==> src/rtl/intr_pkg.sv <==
// intr_pkg: shared types and constants for the interrupt controller.
//   intr_state_t       - request FSM states (IDLE, REQ, ACKED)
//   INTR_N_SRC_DEFAULT - default number of interrupt sources
//   cause_width()      - width of the cause index for a given source count
package intr_pkg;

    typedef enum logic [1:0] {
        IDLE,
        REQ,
        ACKED
    } intr_state_t;

    localparam int INTR_N_SRC_DEFAULT = 4;

    // A single-source configuration still needs a 1-bit cause field.
    function automatic int cause_width(input int n_src);
        return (n_src <= 1) ? 1 : $clog2(n_src);
    endfunction

endpackage

==> src/rtl/intr_prio_enc.sv <==
// intr_prio_enc: combinational fixed-priority encoder, lowest index wins.
//   pending_i [N]  - request vector
//   any_o          - at least one bit of pending_i is set
//   idx_o [W]      - index of the lowest set bit (0 when none set)
module intr_prio_enc #(
    parameter int N = 4,
    parameter int W = 2
) (
    input  logic [N-1:0] pending_i,
    output logic         any_o,
    output logic [W-1:0] idx_o
);

    localparam int unsigned NU = N;

    always_comb begin
        any_o = 1'b0;
        idx_o = '0;
        for (int unsigned i = 0; i < NU; i++) begin
            if (pending_i[i] && !any_o) begin
                any_o = 1'b1;
                idx_o = W'(i);
            end
        end
    end

endmodule

==> src/rtl/intr_controller.sv <==
// intr_controller: latches peripheral event pulses into pending bits,
// arbitrates them by fixed priority (lowest index first) and presents a
// single request plus cause index to the CPU, retired on a rising ack.
//   clk         - system clock
//   reset       - synchronous active-high reset
//   src_pulse   - per-source event pulses (one event per high cycle)
//   intr_en     - global interrupt enable from the CPU status register
//   ack         - CPU acknowledge level; only 0->1 transitions retire
//   clr_overrun - single-cycle clear of all overrun bits
//   intr        - registered interrupt request
//   cause       - registered index of the requested source
//   pending     - latched, unserviced events
//   overrun     - sticky flag: event arrived while already pending
module intr_controller
    import intr_pkg::*;
#(
    parameter int N_SRC = INTR_N_SRC_DEFAULT,
    parameter int CW    = cause_width(N_SRC)
) (
    input  logic             clk,
    input  logic             reset,
    input  logic [N_SRC-1:0] src_pulse,
    input  logic             intr_en,
    input  logic             ack,
    input  logic             clr_overrun,
    output logic             intr,
    output logic [CW-1:0]    cause,
    output logic [N_SRC-1:0] pending,
    output logic [N_SRC-1:0] overrun
);

    intr_state_t      state_q;
    logic             intr_q;
    logic [CW-1:0]    cause_q;
    logic             ack_q;
    logic [N_SRC-1:0] pending_q, pending_d;
    logic [N_SRC-1:0] overrun_q, overrun_d;

    logic             prio_any;
    logic [CW-1:0]    prio_idx;
    logic             ack_rise;
    logic             retire;
    logic [N_SRC-1:0] clr_vec;
    logic [N_SRC-1:0] ovr_set;

    intr_prio_enc #(
        .N (N_SRC),
        .W (CW)
    ) u_prio (
        .pending_i (pending_q),
        .any_o     (prio_any),
        .idx_o     (prio_idx)
    );

    assign ack_rise = ack && !ack_q;
    assign retire   = (state_q == REQ) && ack_rise;

    always_comb begin
        clr_vec = '0;
        if (retire) begin
            clr_vec = N_SRC'(1) << cause_q;
        end
        // A new event on the source being retired survives the clear, and
        // because its old pending state was consumed it is not an overrun.
        ovr_set   = src_pulse & pending_q & ~clr_vec;
        pending_d = (pending_q & ~clr_vec) | src_pulse;
        overrun_d = (clr_overrun ? '0 : overrun_q) | ovr_set;
    end

    always_ff @(posedge clk) begin
        if (reset) begin
            ack_q     <= 1'b0;
            pending_q <= '0;
            overrun_q <= '0;
        end else begin
            ack_q     <= ack;
            pending_q <= pending_d;
            overrun_q <= overrun_d;
        end
    end

    // Request FSM with registered intr/cause; cause is frozen outside IDLE.
    always_ff @(posedge clk) begin
        if (reset) begin
            state_q <= IDLE;
            intr_q  <= 1'b0;
            cause_q <= '0;
        end else begin
            case (state_q)
                IDLE: begin
                    if (intr_en && prio_any) begin
                        cause_q <= prio_idx;
                        intr_q  <= 1'b1;
                        state_q <= REQ;
                    end
                end
                REQ: begin
                    if (ack_rise) begin
                        intr_q  <= 1'b0;
                        state_q <= ACKED;
                    end else if (!intr_en) begin
                        intr_q  <= 1'b0;
                        state_q <= IDLE;
                    end
                end
                ACKED: begin
                    if (!ack) begin
                        state_q <= IDLE;
                    end
                end
                default: begin
                    intr_q  <= 1'b0;
                    state_q <= IDLE;
                end
            endcase
        end
    end

    assign intr    = intr_q;
    assign cause   = cause_q;
    assign pending = pending_q;
    assign overrun = overrun_q;

endmodule

==> config.mk <==
export PLATFORM = sky130hd
export DESIGN_NAME = intr_controller
export DESIGN_NICKNAME = d
export VERILOG_FILES = /design/src/rtl/intr_pkg.sv /design/src/rtl/intr_prio_enc.sv /design/src/rtl/intr_controller.sv
export SDC_FILE = /design/constraint.sdc
export NUM_CORES = 1
export LEC_CHECK = 0
export CAP_MARGIN = 40
export CORE_MARGIN = 8
export CORE_UTILIZATION = 30
export CTS_CLUSTER_DIAMETER = 60
export DETAILED_ROUTE_END_ITERATION = 7
export PLACE_DENSITY = 0.6
export SLEW_MARGIN = 10
export SYNTH_ARGS = -nofsm -noshare
export SYNTH_HDL_FRONTEND = slang
export SYNTH_SLANG_ARGS = --single-unit
==> constraint.sdc <==
create_clock -name clk -period 1.3 [get_ports clk]
set_clock_uncertainty 0.05 [all_clocks]
set_input_delay 0.26 -clock clk [delete_from_list [all_inputs] [get_ports clk]]
set_output_delay 0.26 -clock clk [all_outputs]
set_load 0.005 [all_outputs]
==> out/qor.yml, run 1 <==
floorplanning:
  start_util: 0.318
  core_sq_um: 1960
  dieWidth_um: 61.6
  dieHeight_um: 61.6
  rows: 16
  die_area_sq_um: 3790
  io-pin-count: 20
synth:
  yosysWarnings: 0
  ys_top_cells_by_count: "14 x dfxtp_1, 8 x a21oi_1, 7 x nand2b_1"
  ys_ff_latch: 14
  ys.flop_type: "dfxtp_1"
  synthCells: 66
  synth_top_area_cell: "dfxtp_1"
  postSynth.asyncResetShare: 0
  synth_edf_count: 0
  synth_top_area_frac: 0.450
  synthesis.area_sq_um: 623
  synth_seq_area_share: 0.450
  yosys-top-cells-area: "dfxtp_1 45%, nand2b_1 7.0%, a21oi_1 6.4%"
  yosysMostFrequentCell: "dfxtp_1"
  synth_fp_nets: 75
  synth.avg_cell_area_sq_um: 9.44
  netlist-cell-type-count: 22
drt:
  routed.top_layer: "met4"
  post_drt_wl_per_cell_um: 12.5
  dr.pass1.iters: 4
  initialDrtViolationCount: 8
  dr_wl_met2_um: 774
  drc: 0
  routed-wl-met3_um: 68
  drt_wl_total_um: 1570
  ant_nets: 0
  vias_per_cell: 4.60
  wirelength_met1_um: 687
  vias: 575
setup_path:
  crit_path_top_delay_cell: "or4b_4"
  r2r_slack_ns: 0.01
  max_stage_delay_ns: 0.57
  critPathLaunchType: "flip-flop"
  reg2reg_to: "overrun[0]$_SDFF_PP0_"
  cp-end-kind: "flip-flop"
  required_ns: 1.42
  critPathCapture: "overrun[0]$_SDFF_PP0_"
  path_cells: "or4b_4, o211ai_2, a21oi_1"
  crit_cells: 3
  r2r_start: "ack_q$_SDFF_PP0_"
  path_max_fanout: 4
  crit_buf_inv: 0
  cp.arrival_ns: 1.40
  path_class: "flip-flop to flip-flop"
  cp_top_family: "simple AND/OR/NAND/NOR gates"
  critPathLaunch: "ack_q$_SDFF_PP0_"
  rr_worst_depth: 3
placed_design:
  numPortBuffers: 19
  placed_cell_area_sq_um: 915
  place_hpwl_um: 1220
  gp_congestion: 0.794
global_routing:
  antenna_found_initial: 0
  grt_pass1_vias: 580
  grt-ovfl-total: 0
  grt_pass1_wl_um: 2640
  track_usage: 0.0952
  grt_max_degree: 15
cells_and_area:
  drive_above_1_share: 0.347
  areaGrowthSynthToFinish_pct: 58.8
  n_fill_cell: 204
  fin_area_sq_um: 990
  diodes: 0
  nets: 108
sta:
  rsz0062_at_grt: "yes"
  setup_viol: 0
  worst_slew_pin_slew_ns: 0.265
  layout_min_cycle_time_ns: 1.29
  clock.fmax_mhz: 778
  tns_ns: 0
  slew_viol_final: 0
  slew_headroom: 0.822
  timing.final.crit_share: 0.989
  hold_viol: 0
job:
  drv_cap: 0
clock_network:
  clock_sinks: 14
  root_buffer: "clkbuf_4"
  cts_buffers: 3
  cts_tree: "done"
  clock_path_buffers: 2
  clkTransAtPathRegs_ns: 0.09
  clock_latency_ns: 0.27
  htreeDepth: 1
run_status:
  outcome: "completed"
min_path:
  holdCritPathClass: "flip-flop to flip-flop"
pwr:
  ir_drop_uv: 621
  power_density_nw_per_um2: 1010
  leakagePower_nw: 0.431
[state kept, by name (all words and copies together), names as in the netlist]
| name | cells |
|---|---|
| ack_q | 1 |
| cause | 2 |
| intr | 1 |
| overrun | 4 |
| pending | 4 |
| state_q | 2 |
[worst min path at each step]
stage	from	to	slack, ns	cells past startpoint
detailed placement	intr$_SDFFE_PP0P_	intr$_SDFFE_PP0P_	0.39	1
floorplan	reset	ack_q$_SDFF_PP0_	0.29	1
CTS	intr$_SDFFE_PP0P_	intr$_SDFFE_PP0P_	0.41	1
global route	ack	ack_q$_SDFF_PP0_	0.44	3
finish	intr$_SDFFE_PP0P_	intr$_SDFFE_PP0P_	0.41	1
global placement	intr$_SDFFE_PP0P_	intr$_SDFFE_PP0P_	0.39	1
[repair_timing]
action / 4_1_cts / 5_1_grt
endpoints found under the setup margin: 16 / 10
pin swaps: 2 / 4
hold buffers: 0 / 0
setup buffers: 2 / 0
resized for setup: 22 / 6
gates cloned: 0 / 0
[metal layers]
layer / vias to the layer above / track usage
li1: 299 / -
met4: 0 / 0.0682
met5: - / 0
met1: 267 / 0.108
met3: 2 / 0.0251
met2: 7 / 0.151
[cell families (layout without fill, tap and decap cells)]
kind of cell | after synthesis | after routing | synth area share
muxes | 4 | 4 | 0.0663
and+or+nand+nor | 22 | 22 | 0.249
AOI/OAI and AO/OA | 20 | 20 | 0.199
buffers and inverters | 6 | 38 | 0.0361
DFF | 14 | 14 | 0.450
[metrics by stage]
| step | cells | setup slack, ns | utilization | hold slack (ns) | power (mW) |
|---|---|---|---|---|---|
| after CTS | 126 | 0.00677 | 0.496 | 0.412 | 0.999 |
| after detailed placement | 120 | -0.369 | 0.466 | 0.393 | 0.693 |
| final | 125 | 0.0139 | 0.504 | 0.406 | 0.997 |
| after global placement | 120 | -0.350 | 0.466 | 0.389 | 0.691 |
| after global routing | 125 | -0.0294 | 0.504 | 0.440 | 1.05 |
| after floorplan | 66 | 0.0263 | - | 0.289 | 0.572 |
[placed cells by master (no fill, tap or decap), drive strengths merged, types with 2 or more instances in the layout]
master,instances
a21oi,8
o21ai,6
clkdlybuf4s50,7
nor3,2
o211ai,4
dlygate4sd2,12
mux2i,3
nand2b,7
clkbuf,4
nor2b,4
dfxtp,14
inv,4
nor2,3
buf,11
[area by class of cell]
class                           instances  area, sq um  share of cell area
Clock buffer                            4         36.3              0.0367
Inverter                                4         15.0              0.0152
Multi-Input combinational cell         46          352               0.355
Sequential cell                        14          295               0.298
Tap cell                               27         33.8              0.0341
Timing Repair Buffer                   30          258               0.260
[power breakdown]
group / leakage, nW / switching [mW] / internal [mW]
combinational: 0.291 / 0.0770 / 0.120
sequential: 0.119 / 0.0275 / 0.459
clock: 0.0210 / 0.143 / 0.170
total: 0.431 / 0.248 / 0.749
No activity file was read; power rests on OpenSTA's default activity.
==> inputs of run 2 (changes only) <==
Settings changed: CORE_UTILIZATION 30 to 39, PLACE_DENSITY 0.6 to 0.74.
==> out/qor.yml, run 2 (synthesis results as in run 1) <==
run_status:
  outcome: "completed"
drt:
  drt_wl_total_um: 1520  # -2.7%
  vias: 590  # +2.6%
  initialDrtViolationCount: 18  # +10
  dr.pass1.iters: 4  # unchanged
  ant_nets: 0  # unchanged
  drc: 0  # unchanged
  vias_per_cell: 5.22  # +14%
  post_drt_wl_per_cell_um: 13.5  # +7.7%
setup_path:
  r2r_start: "cause[0]$_SDFFE_PP0P_"
  r2r_slack_ns: 0.004  # about the same
  crit_buf_inv: 0  # unchanged
  path_class: "flip-flop to flip-flop"
  cp-end-kind: "flip-flop"
  path_cells: "or4b_4, o21ai_1, a21oi_1"
  required_ns: 1.43  # about the same
  critPathLaunchType: "flip-flop"
  max_stage_delay_ns: 0.57  # about the same
  crit_cells: 3  # unchanged
  reg2reg_to: "pending[0]$_SDFF_PP0_"
  rr_worst_depth: 3  # unchanged
  cp.arrival_ns: 1.43  # +0.03 ns
  cp_top_family: "simple AND/OR/NAND/NOR gates"
  crit_path_top_delay_cell: "or4b_4"
  path_max_fanout: 4  # unchanged
clock_network:
  clock_sinks: 14  # unchanged
  htreeDepth: 1  # unchanged
  ctsHoldBuffers: 0  # unchanged
  root_buffer: "clkbuf_4"
  clock_latency_ns: 0.29  # +0.02 ns
  clkTransAtPathRegs_ns: 0.08  # about the same
  clock_path_buffers: 2  # unchanged
  cts_buffers: 3  # unchanged
  cts_tree: "done"
global_routing:
  grt_pass1_wl_um: 2430  # -8.1%
  grt_pass1_vias: 551  # -5.0%
  antenna_found_initial: 0  # unchanged
  grt-ovfl-total: 0  # unchanged
  track_usage: 0.0957  # +0.000502
  grt_max_degree: 15  # unchanged
cells_and_area:
  fin_area_sq_um: 943  # -4.7%
  drive_above_1_share: 0.309  # -0.0377
  areaGrowthSynthToFinish_pct: 51.4
  final_util: 0.626  # +0.122
  most-common-layout-cells: "12 x dlygate4sd2_1, 11 x buf_4"
  layout_commonest_cell: "dlygate4sd2_1"
  nets: 108  # unchanged
  diodes: 0  # unchanged
floorplanning:
  start_util: 0.414  # +0.0960
  dieHeight_um: 56.0  # -9.1%
  die_area_sq_um: 3130  # -17%
  io-pin-count: 20  # unchanged
  core_sq_um: 1510  # -23%
  rows: 14  # -2
  dieWidth_um: 56.0  # -9.1%
sta:
  slew_headroom: 0.812  # -0.0102
  timing.final.crit_share: 0.997  # +0.00763
  worst_slew_pin_slew_ns: 0.282  # +0.0169 ns
  hold_viol: 0  # unchanged
  layout_min_cycle_time_ns: 1.30  # +0.00991 ns
  setup_viol: 0  # unchanged
  clock.fmax_mhz: 772  # -0.76%
  rsz0062_at_grt: "yes"
  slew_viol_final: 0  # unchanged
  holdWs_ns: 0.370  # -0.0358 ns
  tns_ns: 0  # unchanged
min_path:
  min_from: "ack"
  holdCritPathClass: "primary input to flip-flop"
  hold_depth: 2  # +1
  hold_path_end: "ack_q$_SDFF_PP0_"
pwr:
  leakagePower_nw: 0.416  # -3.3%
  power_density_nw_per_um2: 984  # -2.2%
  ir_drop_uv: 576  # -7.2%
job:
  drv_cap: 0  # unchanged
placed_design:
  placed_cell_area_sq_um: 893  # -2.3%
  place_hpwl_um: 1190  # -2.7%
  gp_congestion: 0.748  # -5.8%
  numPortBuffers: 19  # unchanged
[run 2: where the power goes]
group / leakage (nW) / total [mW] / internal, mW / switching [mW]
logic: 0.284 / 0.193 / 0.116 / 0.0768
clock network: 0.0138 / 0.253 / 0.108 / 0.145
registers: 0.118 / 0.483 / 0.459 / 0.0244
total: 0.416 / 0.929 / 0.683 / 0.246
[run 2: timing repair]
action | 4_1_cts | 5_1_grt
setup endpoints to repair | 15 | 5
buffers inserted | 2 | 0
pin swaps | 0 | 7
gates resized for setup | 20 | 3
[run 2: how the worst max path moves through the flow]
stage,start,to
final,cause[0]$_SDFFE_PP0P_,pending[0]$_SDFF_PP0_
after global routing,cause[0]$_SDFFE_PP0P_,overrun[2]$_SDFF_PP0_
after CTS,ack_q$_SDFF_PP0_,overrun[2]$_SDFF_PP0_
after detailed placement,ack,overrun[2]$_SDFF_PP0_
after global placement,ack,overrun[0]$_SDFF_PP0_
after floorplan,ack_q$_SDFF_PP0_,overrun[0]$_SDFF_PP0_
[run 2: final cells by class]
| cell class | count | area [sq um] |
|---|---|---|
| Fill cell | 135 | 563 |
| Multi-Input combinational cell | 46 | 337 |
| Sequential cell | 14 | 292 |
| Timing Repair Buffer | 30 | 258 |
| Clock buffer | 3 | 22.5 |
| Tap cell | 16 | 20.0 |
| Inverter | 4 | 15.0 |
[run 2: metrics by stage]
step	worst slack [ns]	std cells	power [mW]
after floorplan	0.0263	66	0.572
after global placement	-0.388	108	0.687
after detailed placement	-0.413	108	0.691
after CTS	0.00326	113	0.921
after global routing	-0.0188	113	0.970
final	0.00396	113	0.929
[run 2: layer usage]
metal  track usage  routed length [um]  vias to the layer above  share of wire
met5             0                   0                        -              0
li1              -                   -                      300              -
met1         0.110                 645                      273           0.42
met2         0.147                 757                       12           0.50
met3        0.0251                  69                        5          0.045
met4        0.0722                  52                        0          0.034
==> inputs of run 3 (changes only) <==
Settings changed: CORE_MARGIN 8 to 2.
==> out/qor.yml, run 3 (synthesis results as in run 1) <==
global_routing:
  track_usage: 0.167  # +0.0714
  grt_pass1_wl_um: 2360  # -2.8%
  antenna_found_initial: 0  # unchanged
  grt_max_degree: 15  # unchanged
  grt-ovfl-total: 0  # unchanged
  grt_pass1_vias: 575  # +4.4%
setup_path:
  crit_cells: 3  # unchanged
  required_ns: 1.41  # -0.02 ns
  max_stage_delay_ns: 0.57  # about the same
  crit_buf_inv: 0  # unchanged
  reg2reg_to: "overrun[0]$_SDFF_PP0_"
  critPathLaunchType: "flip-flop"
  path_cells: "or4b_4, o211ai_2, a21oi_1"
  critPathCapture: "overrun[0]$_SDFF_PP0_"
  critPathLaunch: "ack_q$_SDFF_PP0_"
  r2r_start: "ack_q$_SDFF_PP0_"
  path_class: "flip-flop to flip-flop"
  path_max_fanout: 4  # unchanged
  cp_top_family: "simple AND/OR/NAND/NOR gates"
  crit_path_top_delay_cell: "or4b_4"
  cp-end-kind: "flip-flop"
  cp.arrival_ns: 1.40  # -0.03 ns
  rr_worst_depth: 3  # unchanged
  r2r_slack_ns: 0.01  # about the same
cells_and_area:
  nets: 110  # +1.9%
  drive_above_1_share: 0.354  # +0.0443
  diodes: 0  # unchanged
  multi_input_area_sq_um: 347  # +3.0%
  areaGrowthSynthToFinish_pct: 56.2
  most-common-layout-cells: "13 x buf_4, 12 x dlygate4sd2_1, 8 x a21oi_1"
  layout_commonest_cell: "buf_4"
  regArea_sq_um: 297  # +1.7%
  n_fill_cell: 146  # +8.1%
placed_design:
  gp_congestion: 0.740  # -1.0%
  dpl_worst_slack_ns: -0.363  # +0.0504 ns
  place_hpwl_um: 1010  # -15%
  numPortBuffers: 19  # unchanged
clock_network:
  clock_latency_ns: 0.27  # -0.02 ns
  clock_path_buffers: 2  # unchanged
  clock_sinks: 14  # unchanged
  clkTransAtPathRegs_ns: 0.08  # about the same
  root_buffer: "clkbuf_4"
  cts_tree: "done"
  cts_buffers: 3  # unchanged
  htreeDepth: 1  # unchanged
  ctsHoldBuffers: 0  # unchanged
floorplanning:
  rows: 14  # unchanged
  dieHeight_um: 44.0  # -21%
  core_sq_um: 1510  # unchanged
  die_area_sq_um: 1930  # -38%
  dieWidth_um: 44.0  # -21%
  start_util: 0.414  # unchanged
  io-pin-count: 20  # unchanged
sta:
  fin_ws_ns: 0.0129  # +0.00894 ns
  layout_min_cycle_time_ns: 1.29  # -0.00894 ns
  slew_headroom: 0.763  # -0.0489
  hold_viol: 0  # unchanged
  clock.fmax_mhz: 777  # +0.69%
  tns_ns: 0  # unchanged
  slew_viol_final: 0  # unchanged
  worst_slew_pin_slew_ns: 0.355  # +0.0728 ns
  setup_viol: 0  # unchanged
  rsz0062_at_grt: "yes"
  timing.final.crit_share: 0.990  # -0.00688
pwr:
  power.total_mw: 0.922  # -0.69%
  leakagePower_nw: 0.433  # +4.1%
  power_density_nw_per_um2: 948  # -3.7%
  ir_drop_uv: 733  # +27%
drt:
  ant_nets: 0  # unchanged
  drt_wl_total_um: 1480  # -3.1%
  dr.pass1.iters: 4  # unchanged
  initialDrtViolationCount: 17  # -1
  drc: 0  # unchanged
  vias_per_cell: 5.15  # -1.4%
  post_drt_wl_per_cell_um: 12.8  # -4.8%
  vias: 592  # +0.34%
min_path:
  min_from: "intr$_SDFFE_PP0P_"
  hold_depth: 1  # -1
  holdCritPathClass: "flip-flop to flip-flop"
run_status:
  outcome: "completed"
job:
  drv_cap: 0  # unchanged
run 3: cell type report:
class                   instances  share of cell area
clock buffers                   3              0.0231
inverters                       4              0.0154
multi-input cells              46               0.356
flip-flops and latches         14               0.305
well taps                      16              0.0206
repair buffers                 32               0.280
run 3: power by group:
group          internal, mW  switching, mW
registers             0.458         0.0159
logic                 0.125         0.0896
clock network         0.107          0.127
total                 0.690          0.232
run 3: worst min-delay path by stage:
stage | end | slack, ns
floorplan | ack_q$_SDFF_PP0_ | 0.29
global placement | intr$_SDFFE_PP0P_ | 0.39
detailed placement | intr$_SDFFE_PP0P_ | 0.40
CTS | intr$_SDFFE_PP0P_ | 0.41
global route | intr$_SDFFE_PP0P_ | 0.44
finish | intr$_SDFFE_PP0P_ | 0.41
run 3: timing repair:
action,in CTS,in global routing
buffers inserted,5,0
setup endpoints to repair,15,8
endpoints found under the hold margin,0,0
cloned,0,0
gates resized for setup,22,7
pin swaps,5,5
run 3: per-stage QoR:
| stage | utilization | hold slack (ns) | cell area [sq um] | std cells |
|---|---|---|---|---|
| floorplan | - | 0.289 | 623 | 66 |
| global placement | 0.593 | 0.386 | 893 | 108 |
| detailed placement | 0.593 | 0.399 | 893 | 108 |
| CTS | 0.638 | 0.411 | 961 | 116 |
| global route | 0.646 | 0.439 | 973 | 115 |
| finish | 0.646 | 0.413 | 973 | 115 |
run 3: metal layers:
| layer | global-route usage | vias to the layer above | part of all wire |
|---|---|---|---|
| met5 | 0 | - | 0 |
| met4 | 0.127 | 0 | 0.013 |
| met3 | 0.0125 | 2 | 0.018 |
| met2 | 0.265 | 7 | 0.51 |
| met1 | 0.209 | 281 | 0.45 |
| li1 | - | 302 | - |
